$ cat config.mk
export PLATFORM = sky130hd
export DESIGN_NAME = pixel_fetch_responder
export DESIGN_NICKNAME = d
export VERILOG_FILES = /design/src/rtl/pixel_fetch_responder.sv
export SDC_FILE = /design/constraint.sdc
export NUM_CORES = 1
export LEC_CHECK = 0
export CAP_MARGIN = 20
export CORE_UTILIZATION = 45
export CTS_CLUSTER_SIZE = 8
export DETAILED_ROUTE_END_ITERATION = 10
export GPL_ROUTABILITY_DRIVEN = 0
export PLACE_DENSITY = 0.71
export SLEW_MARGIN = 20
export SYNTH_ARGS = -nofsm -noshare
export SYNTH_HDL_FRONTEND = slang
export SYNTH_SLANG_ARGS = --single-unit
$ cat constraint.sdc
create_clock -name i_clk -period 1.91 [get_ports i_clk]
set_input_delay 0.191 -clock i_clk [delete_from_list [all_inputs] [get_ports i_clk]]
set_output_delay 0.191 -clock i_clk [all_outputs]
set_load 0.005 [all_outputs]
$ cat src/rtl/pixel_fetch_responder.sv
// Coordinate-addressed pixel fetch: turns one (x, y) request into three SRAM word reads
// (pix0, pix1, stats) and returns RGB plus background mean/variance as a single valid pulse.
module pixel_fetch_responder #(
    parameter int          WIDTH     = 640,
    parameter int          HEIGHT    = 480,
    parameter logic [19:0] PIX_BASE  = 20'h00000,
    parameter logic [19:0] STAT_BASE = 20'h96000
) (
    input  logic        i_clk,
    input  logic        i_rst_n,
    input  logic        i_coord_valid,
    input  logic [10:0] i_x,
    input  logic [10:0] i_y,
    output logic        o_valid,
    output logic [7:0]  o_r,
    output logic [7:0]  o_g,
    output logic [7:0]  o_b,
    output logic [7:0]  o_pix_x,
    output logic [7:0]  o_pix_x2,
    output logic        o_err,
    output logic        o_busy,
    output logic        o_drop,
    output logic        o_mem_req,
    output logic [19:0] o_mem_addr,
    input  logic        i_mem_gnt,
    input  logic        i_mem_rvalid,
    input  logic [15:0] i_mem_rdata
);

    typedef enum logic [2:0] {
        IDLE,
        RD0,
        W0,
        RD1,
        W1,
        RD2,
        W2,
        RESP
    } state_t;

    localparam logic [19:0] WIDTH20    = 20'(WIDTH);
    localparam logic [11:0] WIDTH_LIM  = 12'(WIDTH);
    localparam logic [11:0] HEIGHT_LIM = 12'(HEIGHT);

    state_t      state_q, state_d;
    logic        mem_req_q, mem_req_d;
    logic [19:0] mem_addr_q, mem_addr_d;
    logic [19:0] pix1_q, pix1_d;
    logic [19:0] stat_q, stat_d;
    logic [7:0]  stg_r_q, stg_r_d;
    logic [7:0]  stg_g_q, stg_g_d;
    logic [7:0]  stg_b_q, stg_b_d;
    logic [7:0]  r_q, r_d;
    logic [7:0]  g_q, g_d;
    logic [7:0]  b_q, b_d;
    logic [7:0]  mean_q, mean_d;
    logic [7:0]  var_q, var_d;
    logic        err_q, err_d;
    logic        valid_q, valid_d;

    logic [19:0] x20;
    logic [19:0] y20;
    logic [19:0] idx;
    logic [19:0] pix0_addr;
    logic [19:0] stat_addr;
    logic        in_range;

    // Linear index; the 640-wide case uses shift-add so no multiplier is built.
    always_comb begin
        x20 = {9'd0, i_x};
        y20 = {9'd0, i_y};
        if (WIDTH == 640) begin
            idx = (y20 << 9) + (y20 << 7) + x20;
        end else begin
            idx = (y20 * WIDTH20) + x20;
        end
        pix0_addr = PIX_BASE + (idx << 1);
        stat_addr = STAT_BASE + idx;
        in_range  = ({1'b0, i_x} < WIDTH_LIM) && ({1'b0, i_y} < HEIGHT_LIM);
    end

    // NOTE: every signal gets a hold-value default first so no branch can leave one unassigned (no latches).
    always_comb begin
        state_d    = state_q;
        mem_req_d  = mem_req_q;
        mem_addr_d = mem_addr_q;
        pix1_d     = pix1_q;
        stat_d     = stat_q;
        stg_r_d    = stg_r_q;
        stg_g_d    = stg_g_q;
        stg_b_d    = stg_b_q;
        r_d        = r_q;
        g_d        = g_q;
        b_d        = b_q;
        mean_d     = mean_q;
        var_d      = var_q;
        err_d      = err_q;
        valid_d    = 1'b0;

        case (state_q)
            IDLE: begin
                if (i_coord_valid) begin
                    if (in_range) begin
                        state_d    = RD0;
                        mem_req_d  = 1'b1;
                        mem_addr_d = pix0_addr;
                        pix1_d     = pix0_addr + 20'd1;
                        stat_d     = stat_addr;
                    end else begin
                        state_d = RESP;
                        valid_d = 1'b1;
                        err_d   = 1'b1;
                        r_d     = 8'd0;
                        g_d     = 8'd0;
                        b_d     = 8'd0;
                        mean_d  = 8'd0;
                        var_d   = 8'd0;
                    end
                end
            end
            RD0: begin
                if (i_mem_gnt) begin
                    state_d   = W0;
                    mem_req_d = 1'b0;
                end
            end
            W0: begin
                if (i_mem_rvalid) begin
                    stg_r_d    = i_mem_rdata[15:8];
                    stg_g_d    = i_mem_rdata[7:0];
                    state_d    = RD1;
                    mem_req_d  = 1'b1;
                    mem_addr_d = pix1_q;
                end
            end
            RD1: begin
                if (i_mem_gnt) begin
                    state_d   = W1;
                    mem_req_d = 1'b0;
                end
            end
            W1: begin
                if (i_mem_rvalid) begin
                    stg_b_d    = i_mem_rdata[15:8];
                    state_d    = RD2;
                    mem_req_d  = 1'b1;
                    mem_addr_d = stat_q;
                end
            end
            RD2: begin
                if (i_mem_gnt) begin
                    state_d   = W2;
                    mem_req_d = 1'b0;
                end
            end
            W2: begin
                // Outputs update only on entry to RESP so they hold steady between responses.
                if (i_mem_rvalid) begin
                    state_d = RESP;
                    valid_d = 1'b1;
                    err_d   = 1'b0;
                    r_d     = stg_r_q;
                    g_d     = stg_g_q;
                    b_d     = stg_b_q;
                    mean_d  = i_mem_rdata[15:8];
                    var_d   = i_mem_rdata[7:0];
                end
            end
            RESP: begin
                state_d = IDLE;
            end
            default: begin
                state_d   = IDLE;
                mem_req_d = 1'b0;
            end
        endcase
    end

    // NOTE: state registers use non-blocking assignments so all flops update from pre-edge values.
    always_ff @(posedge i_clk or negedge i_rst_n) begin
        if (!i_rst_n) begin
            state_q    <= IDLE;
            mem_req_q  <= 1'b0;
            mem_addr_q <= 20'd0;
            pix1_q     <= 20'd0;
            stat_q     <= 20'd0;
            stg_r_q    <= 8'd0;
            stg_g_q    <= 8'd0;
            stg_b_q    <= 8'd0;
            r_q        <= 8'd0;
            g_q        <= 8'd0;
            b_q        <= 8'd0;
            mean_q     <= 8'd0;
            var_q      <= 8'd0;
            err_q      <= 1'b0;
            valid_q    <= 1'b0;
        end else begin
            state_q    <= state_d;
            mem_req_q  <= mem_req_d;
            mem_addr_q <= mem_addr_d;
            pix1_q     <= pix1_d;
            stat_q     <= stat_d;
            stg_r_q    <= stg_r_d;
            stg_g_q    <= stg_g_d;
            stg_b_q    <= stg_b_d;
            r_q        <= r_d;
            g_q        <= g_d;
            b_q        <= b_d;
            mean_q     <= mean_d;
            var_q      <= var_d;
            err_q      <= err_d;
            valid_q    <= valid_d;
        end
    end

    assign o_valid    = valid_q;
    assign o_r        = r_q;
    assign o_g        = g_q;
    assign o_b        = b_q;
    assign o_pix_x    = mean_q;
    assign o_pix_x2   = var_q;
    assign o_err      = err_q;
    assign o_busy     = (state_q != IDLE);
    assign o_drop     = i_coord_valid && (state_q != IDLE);
    assign o_mem_req  = mem_req_q;
    assign o_mem_addr = mem_addr_q;

endmodule

# --- Word-level counts from Yosys, hierarchy flattened ---
# Index checks and enable logic that the tools add are counted.
classes:
  add_sub_neg: 4
  order_cmp: 2
  eq_ne: 18
  muxes: 39
  n_reduce_logical: 16
ops:
  columns: ["operator", "count"]
  rows:
  - ["$mux 20", 4]
  - ["$pmux 8 s2", 5]
  - ["$pmux 20 s3", 1]
  - ["$mux 8", 7]
  - ["$mux 3", 8]
  - ["$pmux 3 s8", 1]
  - ["$add 20x1->20 const B", 1]
  - ["$add 20x11->20", 1]
  - ["$add 20x18->20", 1]
  - ["$add 20x20->20 const A", 1]
  - ["$ne 2x2->1 const B", 9]
  - ["$eq 3x3->1 const B", 4]
  - ["$lt 11x10->1 const B", 1]
  - ["$lt 11x9->1 const B", 1]
  - ["$mux 1", 10]
  - ["$reduce_and 5->1", 2]
  - ["$reduce_bool 3->1", 3]
  - ["$reduce_and 7->1", 1]
  - ["$eq 3x2->1 const B", 2]
  - ["$ne 2x1->1 const B", 2]
  - ["$pmux 1 s2", 2]
  - ["$reduce_and 2->1", 2]
  - ["$reduce_and 4->1", 1]
  - ["$eq 3x1->1 const B", 1]
  - ["7 further kinds", 8]
word_totals:
  ff_bits: 130
  in_bits: 43
  output_inout_bits: 65

# --- Depth between registers and ports, before layout ---
depth:
  ltp_word: 5
  depth_mapped: 13
  mapped_depth_nobuf: 13

# --- Worst setup path after synthesis ---
# No wires, ideal clock.
synth_path:
  kind: "input to register"
  startpoint: "in i_x[9]"
  endpoint: "reg stat_q[19]"
  setup_time_ps: 131
  arrival_ps: 2812
  slack_ps: -1033
  cell_stages: 13
  path_buffers: 0
  cell_sequence: "inv_1 -> fa_1 -> inv_1 -> fa_1 -> a21o_1 -> a221oi_1 -> xnor2_1 -> inv_1 -> ha_1 -> nand3b_1 -> a211oi_2 -> xnor2_1 -> o21ai_1"
synth_via:
  elab_chain_len: 3
synth_rtl:
  columns: ["element", "line", "text"]
  rows:
  - ["from (decl)", "12", "input logic [10:0] i_x,"]
  - ["branches (longest 3 deep; another with $add 20x11->20)", null, null]
  - ["to (signal assigned)", "202", "stat_q <= stat_d;"]
  - ["to (decl)", "49", "logic [19:0] stat_q, stat_d;"]
# Several ways; the timed one is not identified.
# A chain may end at the register's enable or synchronous reset.

# --- Final worst setup path ---
layout_path:
  startpoint: "in i_x[9]"
  endpoint: "reg mem_addr_q[19], in the netlist o_mem_addr[19]"
layout_via:
  elab_chain_len: 4
layout_rtl:
  columns: ["element", "line", "text"]
  rows:
  - ["$add 20x11->20 or $lt 11x10->1 (tied branches)", "73, 79", null]
  - ["$mux 20 or $logic_and 1x1->1 (tied branches)", "103, 79", null]
  - ["$mux 20 or $ne 2x2->1 (tied branches)", null, null]
  - ["$pmux 20 s3 or $reduce_and 5->1 (tied branches)", null, null]
  - ["to (signal assigned)", "200", "mem_addr_q <= mem_addr_d;"]
  - ["to (decl)", "47", "logic [19:0] mem_addr_q, mem_addr_d;"]
# Several ways; a longest one is shown, not always the timed one. The select of a mux whose other input is x is not followed.

==> results.sh <==
export IMPL_setup_ws_ns=-0.622
export IMPL_final_antenna_net_count=0
export IMPL_violations="setup timing"
export IMPL_synth_edf_count=0
export IMPL_dr_pass1_iters=5
export IMPL_routed_wl_mm=14.9
export IMPL_numCtsBuffers=17
export IMPL_worstSetupStartpointType="primary input"
export IMPL_maxSlewViolCount=0
export IMPL_synthSimpleGateAreaFrac_pct=14.2
export IMPL_portBuffers=107
export IMPL_drive_above_1_share_pct=28.6
export IMPL_post_place_cells=854
export IMPL_final_area_mm2=0.00845
export IMPL_synth_most_common_cell="dfrtp_1"
export IMPL_sw_frac_of_total_pct=33.4
export IMPL_hold_ws_ns=0.195
export IMPL_cts_root_buffer="clkbuf_16"
export IMPL_min_period_ns=2.53
export IMPL_routedLengthMet1_mm=6.44
export IMPL_async_flop_share_pct=100
export IMPL_yosysUniqueCellTypes=49
export IMPL_synth_largest_area_cell="dfrtp_1"
export IMPL_hold_path_class="primary input to flop"
export IMPL_endpoint_kind="flop"
export IMPL_status="complete, but fails checks"
export IMPL_post_route_util_pct=69.7
export IMPL_ys_warn_count=0
export IMPL_final_cells=906
export IMPL_worst_pin_slew_ns=0.505
export IMPL_synthAdderAreaFrac_pct=5.72
export IMPL_cts_tree="done"
export IMPL_nFillCells=895
export IMPL_grt_pass1_wl_mm=23.3
export IMPL_critical_path_class="primary input to flop"
export IMPL_antenna_cells=0
export IMPL_syn_to_final_growth_pct=49.6
export IMPL_p_leak_nw=3.71
export IMPL_synth_seq_cells=117
export IMPL_synth_seq_area_share_pct=51.9
export IMPL_gr_usage_all_layers_pct=22.7
export IMPL_core_area_mm2=0.0121
export IMPL_yosys_mux_area_fraction_pct=6.78
export IMPL_die_h_um=114
export IMPL_wl_per_cell_um=16.5
export IMPL_multi_input_area_mm2=0.00285
export IMPL_antenna_found_initial=0
export IMPL_dr_wl_met2_mm=7.54
export IMPL_worstPathArrival_ns=2.81
export IMPL_synth_main_ff_cell="dfrtp_1"
export IMPL_htreeDepth=4
export IMPL_syn_inst=557
export IMPL_cts_sinks=117
export IMPL_power_total_mw=12.6
export IMPL_synth_top_area_share_pct=51.9
export IMPL_tns_ns=-7.50
export IMPL_avgSynthCellArea_um2=10.1
export IMPL_skew_ns=0.00771
export IMPL_overflow=0
export IMPL_cellPowerDensity_mw_per_mm2=1490
export IMPL_dp_slack_ns=-1.63
export IMPL_syn_area_mm2=0.00565
export IMPL_finalCritPeriodShare_pct=133
export IMPL_clk_pin_slew_ns=0.06
export IMPL_synth_compound_area_share_pct=15.8
export IMPL_p_comb_share_pct=40.8
export IMPL_max_slew_margin_rel_pct=66.3
export IMPL_start_util_pct=46.6
export IMPL_drv_cap=0
export IMPL_synth_xor_area_share_pct=2.13
export IMPL_p_sw_mw=4.20
export IMPL_via_count=4893
export IMPL_place_area_mm2=0.00733
export IMPL_final_seq_area_mm2=0.00293
export IMPL_die_w_um=114
export IMPL_path_max_fanout=4
export IMPL_hpwl_mm=9.37
export IMPL_die_area_mm2=0.0130
export IMPL_num_io_pins=108
export IMPL_first_global_vias=4909
export IMPL_maxUsedRoutingLayer="met4"
export IMPL_routed_wl_met3_um=588
export IMPL_drc=0
export IMPL_synthesis_nets=624
export IMPL_required_ns=2.19
export IMPL_final_nets=792
export IMPL_fmax_mhz=395
export IMPL_clock_power_share_pct=24.7
export IMPL_rsz0062_at_grt="true"
export IMPL_setup_viol=19
export IMPL_ir_worst_vdd_uv=589
export IMPL_drtIter0Drc=390
export IMPL_rows=40
export IMPL_grt_max_degree=45
export IMPL_synth_top_family_by_area="compound AO/OA/AOI/OAI gates"
export IMPL_intPower_mw=8.40
export IMPL_vias_per_cell=5.40
export IMPL_hold_viol_final=0
export IMPL_cts_buffer_depth=2
export IMPL_synth_area_leaders="dfrtp_1, nand2_1, mux2_2, o21ai_0, ha_1"
export IMPL_seqPwrFrac_pct=34.5
export IMPL_synth_top_cells_by_count="dfrtp_1, nand2_1, o21ai_0"
export IMPL_clkLatencyLatePin_ns=0.41
## area by class of cell
cell class / instances / area share, %
well taps: 168 / 2.49
inverters: 10 / 0.563
clock buffers: 18 / 5.08
repair buffers: 184 / 21.6
multi-input cells: 395 / 33.8
clock inverters: 14 / 1.81
flip-flops and latches: 117 / 34.7
## worst max-delay path, stage by stage
cell and delay [ns]:
buf_8 0.07, inv_4 0.03, fa_1 0.54, inv_2 0.05, fa_2 0.35, a21o_1 0.19
buf_4 0.14, buf_6 0.12, a22o_4 0.24, o221ai_4 0.17, xor2_2 0.30, nor2_1 0.10
a221oi_2 0.20, a21oi_1 0.12
## power groups by stage
stage,registers [mW],clock network [mW],logic (mW)
after floorplan,4.18,0,2.24
after global placement,4.25,0,4.36
after detailed placement,4.30,0,4.50
after CTS,4.30,3.14,4.79
after global routing,4.47,3.27,5.60
final,4.34,3.11,5.14
## cells in the final DEF (no fill, tap or decap), drive strengths merged, types with 3 or more instances in the layout
cell / n
a221oi: 11
nand2b: 3
and3: 3
a22oi: 11
nor3: 3
or2: 3
xor2: 9
dfrtp: 117
nor2b: 3
clkbuf: 21
xnor2: 3
nor3b: 3
mux2: 34
a21o: 8
nand3: 7
dlygate4sd2: 5
nand2: 114
clkinv: 4
inv: 14
a21oi: 21
o211ai: 4
clkinvlp: 4
clkdlybuf4s50: 94
buf: 77
ha: 21
a31oi: 13
fa: 3
nor2: 37
o21ai: 62
## path summary, 6_finish.rpt
| kind | startpoint | endpoint | slack (ns) | cells after the start |
|---|---|---|---|---|
| setup / recovery | i_x[9] | o_mem_addr[19] | -0.62 | 14 |
| hold / removal | i_y[0] | pix1_q[8] | 0.19 | 3 |
| setup reg to reg | state_q[1] | o_mem_addr[10] | 0.05 | 6 |
| hold reg to reg | stg_r_q[2] | o_r[2] | 0.47 | 2 |
| max in group asynchronous | i_rst_n | stat_q[16] | 1.00 | 3 |
| min in group asynchronous | i_rst_n | o_pix_x2[7] | 0.30 | 2 |
## what timing repair did
item | CTS | global route
hold buffers | 1 | 0
hold endpoints to repair | 34 | 0
pin swaps | 41 | 25
gates resized for setup | 73 | 18
endpoints found under the setup margin | 38 | 62
cloned | 0 | 4
buffers inserted | 14 | 7
## kinds of logic after synthesis
family | after synthesis
AND/OR/NAND/NOR | 185
multiplexers | 34
adder cells (fa/ha/maj) | 24
buffers and inverters | 45
AO/OA/AOI/OAI | 140
flip-flops | 117
XOR/XNOR | 12
## metal layers
| metal | up-vias | track usage, % |
|---|---|---|
| met5 | - | 0 |
| met4 | 0 | 9.18 |
| met3 | 36 | 3.93 |
| met2 | 173 | 38.2 |
| met1 | 2403 | 29.2 |
| li1 | 2281 | - |
Note: power is estimated with default switching activity, not from simulation.
